File: config.mk
export PLATFORM = sky130hd
export DESIGN_NAME = pc_gen
export DESIGN_NICKNAME = d
export VERILOG_FILES = /design/src/rtl/pc_gen.sv
export SDC_FILE = /design/constraint.sdc
export NUM_CORES = 2
export LEC_CHECK = 0
export ABC_AREA = 1
export BUFFER_PORTS_ARGS = -buffer_cell sky130_fd_sc_hd__buf_2
export CAP_MARGIN = 10
export CORE_UTILIZATION = 50
export DETAILED_ROUTE_END_ITERATION = 8
export PLACE_DENSITY_LB_ADDON = 0.1
export SYNTH_ARGS = -nofsm -noshare
export SYNTH_HDL_FRONTEND = slang
export SYNTH_SLANG_ARGS = --single-unit
File: constraint.sdc
create_clock -name clk -period 9 [get_ports clk]
set_input_delay 1.8 -clock clk [delete_from_list [all_inputs] [get_ports clk]]
set_output_delay 1.8 -clock clk [all_outputs]
set_load 0.1 [all_outputs]
File: src/rtl/pc_gen.sv
// Fetch-stage program counter generator.
// Holds the current fetch PC and advances it under stall control and the
// fetch handshake. Execute-stage redirects have top priority. A direct-mapped
// BTB with 2-bit saturating counters predicts the next PC and is trained by
// resolved branches.
module pc_gen #(
    parameter int unsigned XLEN        = 32,
    parameter logic [XLEN-1:0] RESET_PC = '0,
    parameter int unsigned STALL_W     = 5,
    parameter int unsigned BTB_ENTRIES = 16
) (
    input  logic               clk,
    input  logic               rst,
    input  logic [STALL_W-1:0] stall_in,
    input  logic               fetch_ready,
    input  logic               redirect_valid,
    input  logic [XLEN-1:0]    redirect_pc,
    input  logic               upd_valid,
    input  logic [XLEN-1:0]    upd_pc,
    input  logic               upd_taken,
    input  logic [XLEN-1:0]    upd_target,
    output logic [XLEN-1:0]    pc_out,
    output logic               pc_valid,
    output logic               pred_taken,
    output logic [XLEN-1:0]    pred_target
);

    localparam int unsigned IDX_W = $clog2(BTB_ENTRIES);
    localparam int unsigned TAG_W = XLEN - IDX_W - 2;

    // The reset state is the asserted rst itself; WARM is the first cycle
    // after release, where pc_valid rises while pc_out still shows RESET_PC.
    typedef enum logic [0:0] {
        ST_WARM = 1'b0,
        ST_RUN  = 1'b1
    } state_t;

    state_t            r_state;
    state_t            w_state_nxt;
    logic [XLEN-1:0]   r_pc;
    logic [XLEN-1:0]   w_pc_nxt;
    logic              r_pc_valid;
    logic              w_pc_valid_nxt;

    logic              r_btb_valid [BTB_ENTRIES];
    logic [TAG_W-1:0]  r_btb_tag   [BTB_ENTRIES];
    logic [XLEN-1:0]   r_btb_tgt   [BTB_ENTRIES];
    logic [1:0]        r_btb_ctr   [BTB_ENTRIES];

    logic [IDX_W-1:0]  w_lk_idx;
    logic [TAG_W-1:0]  w_lk_tag;
    logic              w_lk_hit;
    logic [XLEN-1:0]   w_pc_inc;
    logic [IDX_W-1:0]  w_up_idx;
    logic [TAG_W-1:0]  w_up_tag;
    logic              w_up_hit;
    logic              w_accept;
    logic              w_unused;

    // Only stall bit 0 and word-aligned PC bits matter to this block.
    assign w_unused = ^{stall_in, upd_pc[1:0]};

    assign w_pc_inc = r_pc + XLEN'(4);
    assign w_accept = r_pc_valid & fetch_ready & ~stall_in[0];

    // BTB lookup for the current fetch PC (sees pre-update contents).
    always_comb begin
        w_lk_idx    = r_pc[IDX_W+1:2];
        w_lk_tag    = r_pc[XLEN-1:IDX_W+2];
        w_lk_hit    = r_btb_valid[w_lk_idx] && (r_btb_tag[w_lk_idx] == w_lk_tag);
        pred_taken  = w_lk_hit & r_btb_ctr[w_lk_idx][1];
        pred_target = w_lk_hit ? r_btb_tgt[w_lk_idx] : w_pc_inc;
    end

    // BTB training index/tag decode.
    always_comb begin
        w_up_idx = upd_pc[IDX_W+1:2];
        w_up_tag = upd_pc[XLEN-1:IDX_W+2];
        w_up_hit = r_btb_valid[w_up_idx] && (r_btb_tag[w_up_idx] == w_up_tag);
    end

    // State register plus PC / valid registers.
    always_ff @(posedge clk or negedge rst) begin
        if (!rst) begin
            r_state    <= ST_WARM;
            r_pc       <= RESET_PC;
            r_pc_valid <= 1'b0;
        end else begin
            r_state    <= w_state_nxt;
            r_pc       <= w_pc_nxt;
            r_pc_valid <= w_pc_valid_nxt;
        end
    end

    // Next-state and next-PC selection: redirect, then accept, then hold.
    always_comb begin
        w_state_nxt    = r_state;
        w_pc_nxt       = r_pc;
        w_pc_valid_nxt = r_pc_valid;
        case (r_state)
            ST_WARM: begin
                w_pc_valid_nxt = 1'b1;
                w_state_nxt    = ST_RUN;
                if (redirect_valid) begin
                    w_pc_nxt = redirect_pc;
                end
            end
            ST_RUN: begin
                w_pc_valid_nxt = 1'b1;
                if (redirect_valid) begin
                    w_pc_nxt = redirect_pc;
                end else if (w_accept) begin
                    w_pc_nxt = pred_taken ? pred_target : w_pc_inc;
                end
            end
            default: begin
                w_state_nxt    = ST_WARM;
                w_pc_valid_nxt = 1'b0;
            end
        endcase
    end

    // BTB training: counter update on hit, allocation on taken miss.
    always_ff @(posedge clk or negedge rst) begin
        if (!rst) begin
            for (int unsigned i = 0; i < BTB_ENTRIES; i++) begin
                r_btb_valid[i] <= 1'b0;
                r_btb_tag[i]   <= '0;
                r_btb_tgt[i]   <= '0;
                r_btb_ctr[i]   <= 2'b01;
            end
        end else if (upd_valid) begin
            if (w_up_hit) begin
                if (upd_taken) begin
                    r_btb_tgt[w_up_idx] <= upd_target;
                    if (r_btb_ctr[w_up_idx] != 2'b11) begin
                        r_btb_ctr[w_up_idx] <= r_btb_ctr[w_up_idx] + 2'b01;
                    end
                end else if (r_btb_ctr[w_up_idx] != 2'b00) begin
                    r_btb_ctr[w_up_idx] <= r_btb_ctr[w_up_idx] - 2'b01;
                end
            end else if (upd_taken) begin
                r_btb_valid[w_up_idx] <= 1'b1;
                r_btb_tag[w_up_idx]   <= w_up_tag;
                r_btb_tgt[w_up_idx]   <= upd_target;
                r_btb_ctr[w_up_idx]   <= 2'b10;
            end
        end
    end

    assign pc_out   = r_pc;
    assign pc_valid = r_pc_valid;

endmodule

==> impl_metrics.tcl <==
set metrics [dict create \
    min_period_over_period_pct 87.3 \
    rr_startpoint "pc_out[2]" \
    intPower_w 0.00932 \
    htreeDepth 3 \
    ys_seq_elements 1009 \
    clockBufferDepth 3 \
    synth_cell_type_count 39 \
    port_buffers 166 \
    grt_start_max_net_pins 179 \
    cp_common_cell "nand2_1" \
    synth_largest_area_cell "dfrtp_1" \
    path_clk_slew_ns 0.06 \
    synth_top_flop_cell "dfrtp_1" \
    overflow 0 \
    synth_warnings 0 \
    gp_congestion 0.954 \
    yosysSeqAreaShare_pct 47.0 \
    tightest_slew_ns 1.25 \
    crit_path_end_kind "primary output" \
    cts_tree "built" \
    path_class "reg -> out" \
    remaining_drc_errors 0 \
    r2r_end "pc_out[10]" \
    max_freq_mhz 127 \
    arrival_ns 6.05 \
    synth_area_um2 53800 \
    cts_made_buffers 110 \
    critical_path_required_ns 7.20 \
    grt_pass1_vias 45900 \
    final_area_um2 59200 \
    postCtsSetupRepairBufs 0 \
    clkPwrFrac_pct 34.3 \
    wirelength_mm 191 \
    path_cells "buf_12 -> nor2_1 -> nor2_1 -> nand2_1 -> nand3_1 -> nand3_1 -> nand2_1 -> nand2_1 -> nand2_1 -> nand2_1 -> nor2_1 -> nand3_1 -> nor2_4 -> buf_4 -> clkinv_1 -> nand2_1 -> nand2_1 -> buf_2" \
    die_w_um 330 \
    slowest_stage "dfrtp_4" \
    hpwlAfterDp_mm 117 \
    setup.worst_path.start "pc_out[2]" \
    wire_per_inst_um 21.4 \
    drive_gt1_share_pct 7.11 \
    drt-pass1-iter-count 7 \
    start_util_pct 50.8 \
    drv_cap 0 \
    cp-start-kind "register" \
    antenna_found_initial 9 \
    cp_max_fo 178 \
    holdBufCountCts 0 \
    dieArea_um2 109000 \
    clkSinkCount 1009 \
    comb_power_share_pct 24.3 \
    netlist_top_cells_area "dfrtp_1 (46%), nand2_1 (19%), o21ai_0 (12%)" \
    power_density_nw_per_um2 241 \
    synth.net_count 7733 \
    grt_pass1_wl_mm 288 \
    power.switching_w 0.00494 \
    status "finished clean" \
    clock_skew_ns 0.0400 \
    cts_root_buf "clkbuf_16" \
    synth_cells 7623 \
    p_leak_nw 29.2 \
    syn_avg_cell_area_um2 7.06 \
    power_frac_seq_pct 41.4 \
    drt-vias-per-instance 5.66 \
    track_usage_pct 35.0 \
    p_sw_share_pct 34.6 \
    min_path_type "reg -> reg" \
    core_um2 106000 \
    async_reset_ff_share_pct 100 \
    maxSlewViolCount 0 \
    rsz0062_at_grt "no" \
    postRouteAntennaNets 0 \
    max_stage_delay_ns 0.80 \
    drtIter0Drc 5519 \
    tns_ns 0 \
    synth-edff-count 0 \
    ir_drop_v 0.000173 \
    slew_headroom_pct 16.5 \
    area_delta_synth_final_pct 9.97 \
    ctsResizeCount 0 \
    r2r.worst_path.cells 11 \
    nNetsFinal 7571 \
    yosys.area.top_type_share_pct 46.2 \
    io_pins 173 \
    worstSetupEndpoint "pred_target[29]" \
    place_area_um2 55200 \
    vias 50600 \
    r2r_slack_ns 4.37 \
    fp.dieH_um 330 \
    rows 119 \
    clk_latency_ns 0.73 \
    setup_viol 0 \
    min_period_ns 7.85 \
    final-hold-violation-count 0 \
]
## through the flow
stage / power [W] / cells / util (%) / setup slack (ns) / hold WS, ns
2_1_floorplan: 0.00825 / 7623 / - / 3.31 / 0.431
3_3_place_gp: 0.00931 / 8740 / 52.1 / 1.82 / 0.443
3_5_place_dp: 0.00939 / 8740 / 52.1 / 1.75 / 0.450
4_1_cts: 0.0143 / 8946 / 55.8 / 1.25 / 0.462
5_1_grt: 0.0150 / 8947 / 55.8 / 0.708 / 0.476
6_report: 0.0143 / 8947 / 55.8 / 1.15 / 0.464
## how the worst min path moves through the flow
stage | from | end | depth (start not counted)
final | r_btb_ctr[14] | r_btb_ctr[14] | 2
after global routing | r_btb_ctr[26] | r_btb_ctr[26] | 2
after CTS | r_btb_ctr[14] | r_btb_ctr[14] | 2
after detailed placement | r_btb_valid[13] | r_btb_valid[13] | 2
after global placement | r_btb_valid[13] | r_btb_valid[13] | 2
after floorplan | r_btb_valid[15] | r_btb_valid[15] | 2
## routing by layer
metal  vias up  share of wire [%]  global-route usage, %
met4         4                5.3                   17.1
met5         -              0.014                      0
met3       432                7.3                   5.16
met2      2016                 45                   55.5
li1      24100                  -                      -
met1     24000                 42                   47.1
## cells in the final DEF, fill, tap and decap left out, types with 17 or more instances in the layout
cell and n:
nand2_1 2661, o21ai_0 1319, dfrtp_1 990, nor2_1 613, inv_1 555, nand3_1 347, buf_2 164, clkbuf_16 110
o21ai_1 100, buf_4 90, o22ai_1 86, a21oi_1 86, nand4_1 69, o221ai_1 39, clkbuf_8 35, nand3b_1 29
xor2_1 28, o211ai_1 27, clkinv_2 26, nand2_2 17
## cell type report
class	instances	area, um2
Clock buffer	161	3290
Tap cell	1391	1740
Fill cell	10400	46800
Clock inverter	45	656
Antenna cell	1	2.50
Timing Repair Buffer	268	1760
Sequential cell	1009	25300
Multi-Input combinational cell	5499	24300
Inverter	573	2170
## sequential cells by signal (all words and copies together) (netlist names)
| signal | flops |
|---|---|
| pc_valid | 1 |
| r_btb_tag | 416 |
| r_btb_valid | 16 |
| r_btb_tgt | 512 |
| r_btb_ctr | 32 |
| pc_out | 32 |
## cells by family (layout without fill, tap and decap cells)
| group | after synthesis | in the layout | share of synthesized area [%] |
|---|---|---|---|
| XOR/XNOR | 29 | 29 | 0.472 |
| flip-flops | 1009 | 1009 | 47.0 |
| AO/OA/AOI/OAI | 1686 | 1686 | 16.4 |
| adder cells (fa/ha/maj) | 3 | 3 | 0.0698 |
| buffers and inverters | 1115 | 1047 | 8.17 |
| AND/OR/NAND/NOR | 3780 | 3780 | 27.9 |
| other | 1 | 2 | 0.00697 |
## synth_stat cells (6+ instances only)
master and number:
a21oi_1 87, a22oi_1 14, buf_1 35, buf_2 115, buf_4 15, clkbuf_1 374
dfrtp_1 993, dfstp_2 16, inv_1 558, inv_2 11, nand2_1 2674, nand3_1 354
nand3b_1 29, nand4_1 69, nor2_1 617, nor2_2 6, nor3_1 13, o211ai_1 27
o21ai_0 1319, o21ai_1 101, o221ai_1 39, o22ai_1 86, xor2_1 28
## worst max-delay path: cells and delay by family, from the launching register on
kind,cells,cell delay (ns)
buffers and inverters,4,2.14
flip-flops,1,0.80
AND/OR/NAND/NOR,14,2.16
## power by group through the flow
| stage | clock network, W | logic, W | registers, W |
|---|---|---|---|
| 4_1_cts | 0.00495 | 0.00345 | 0.00588 |
| 6_report | 0.00489 | 0.00347 | 0.00590 |
| 3_3_place_gp | 0 | 0.00338 | 0.00593 |
| 2_1_floorplan | 0 | 0.00231 | 0.00594 |
| 5_1_grt | 0.00512 | 0.00390 | 0.00599 |
| 3_5_place_dp | 0 | 0.00344 | 0.00595 |
Power figures use the tool's default switching activity.
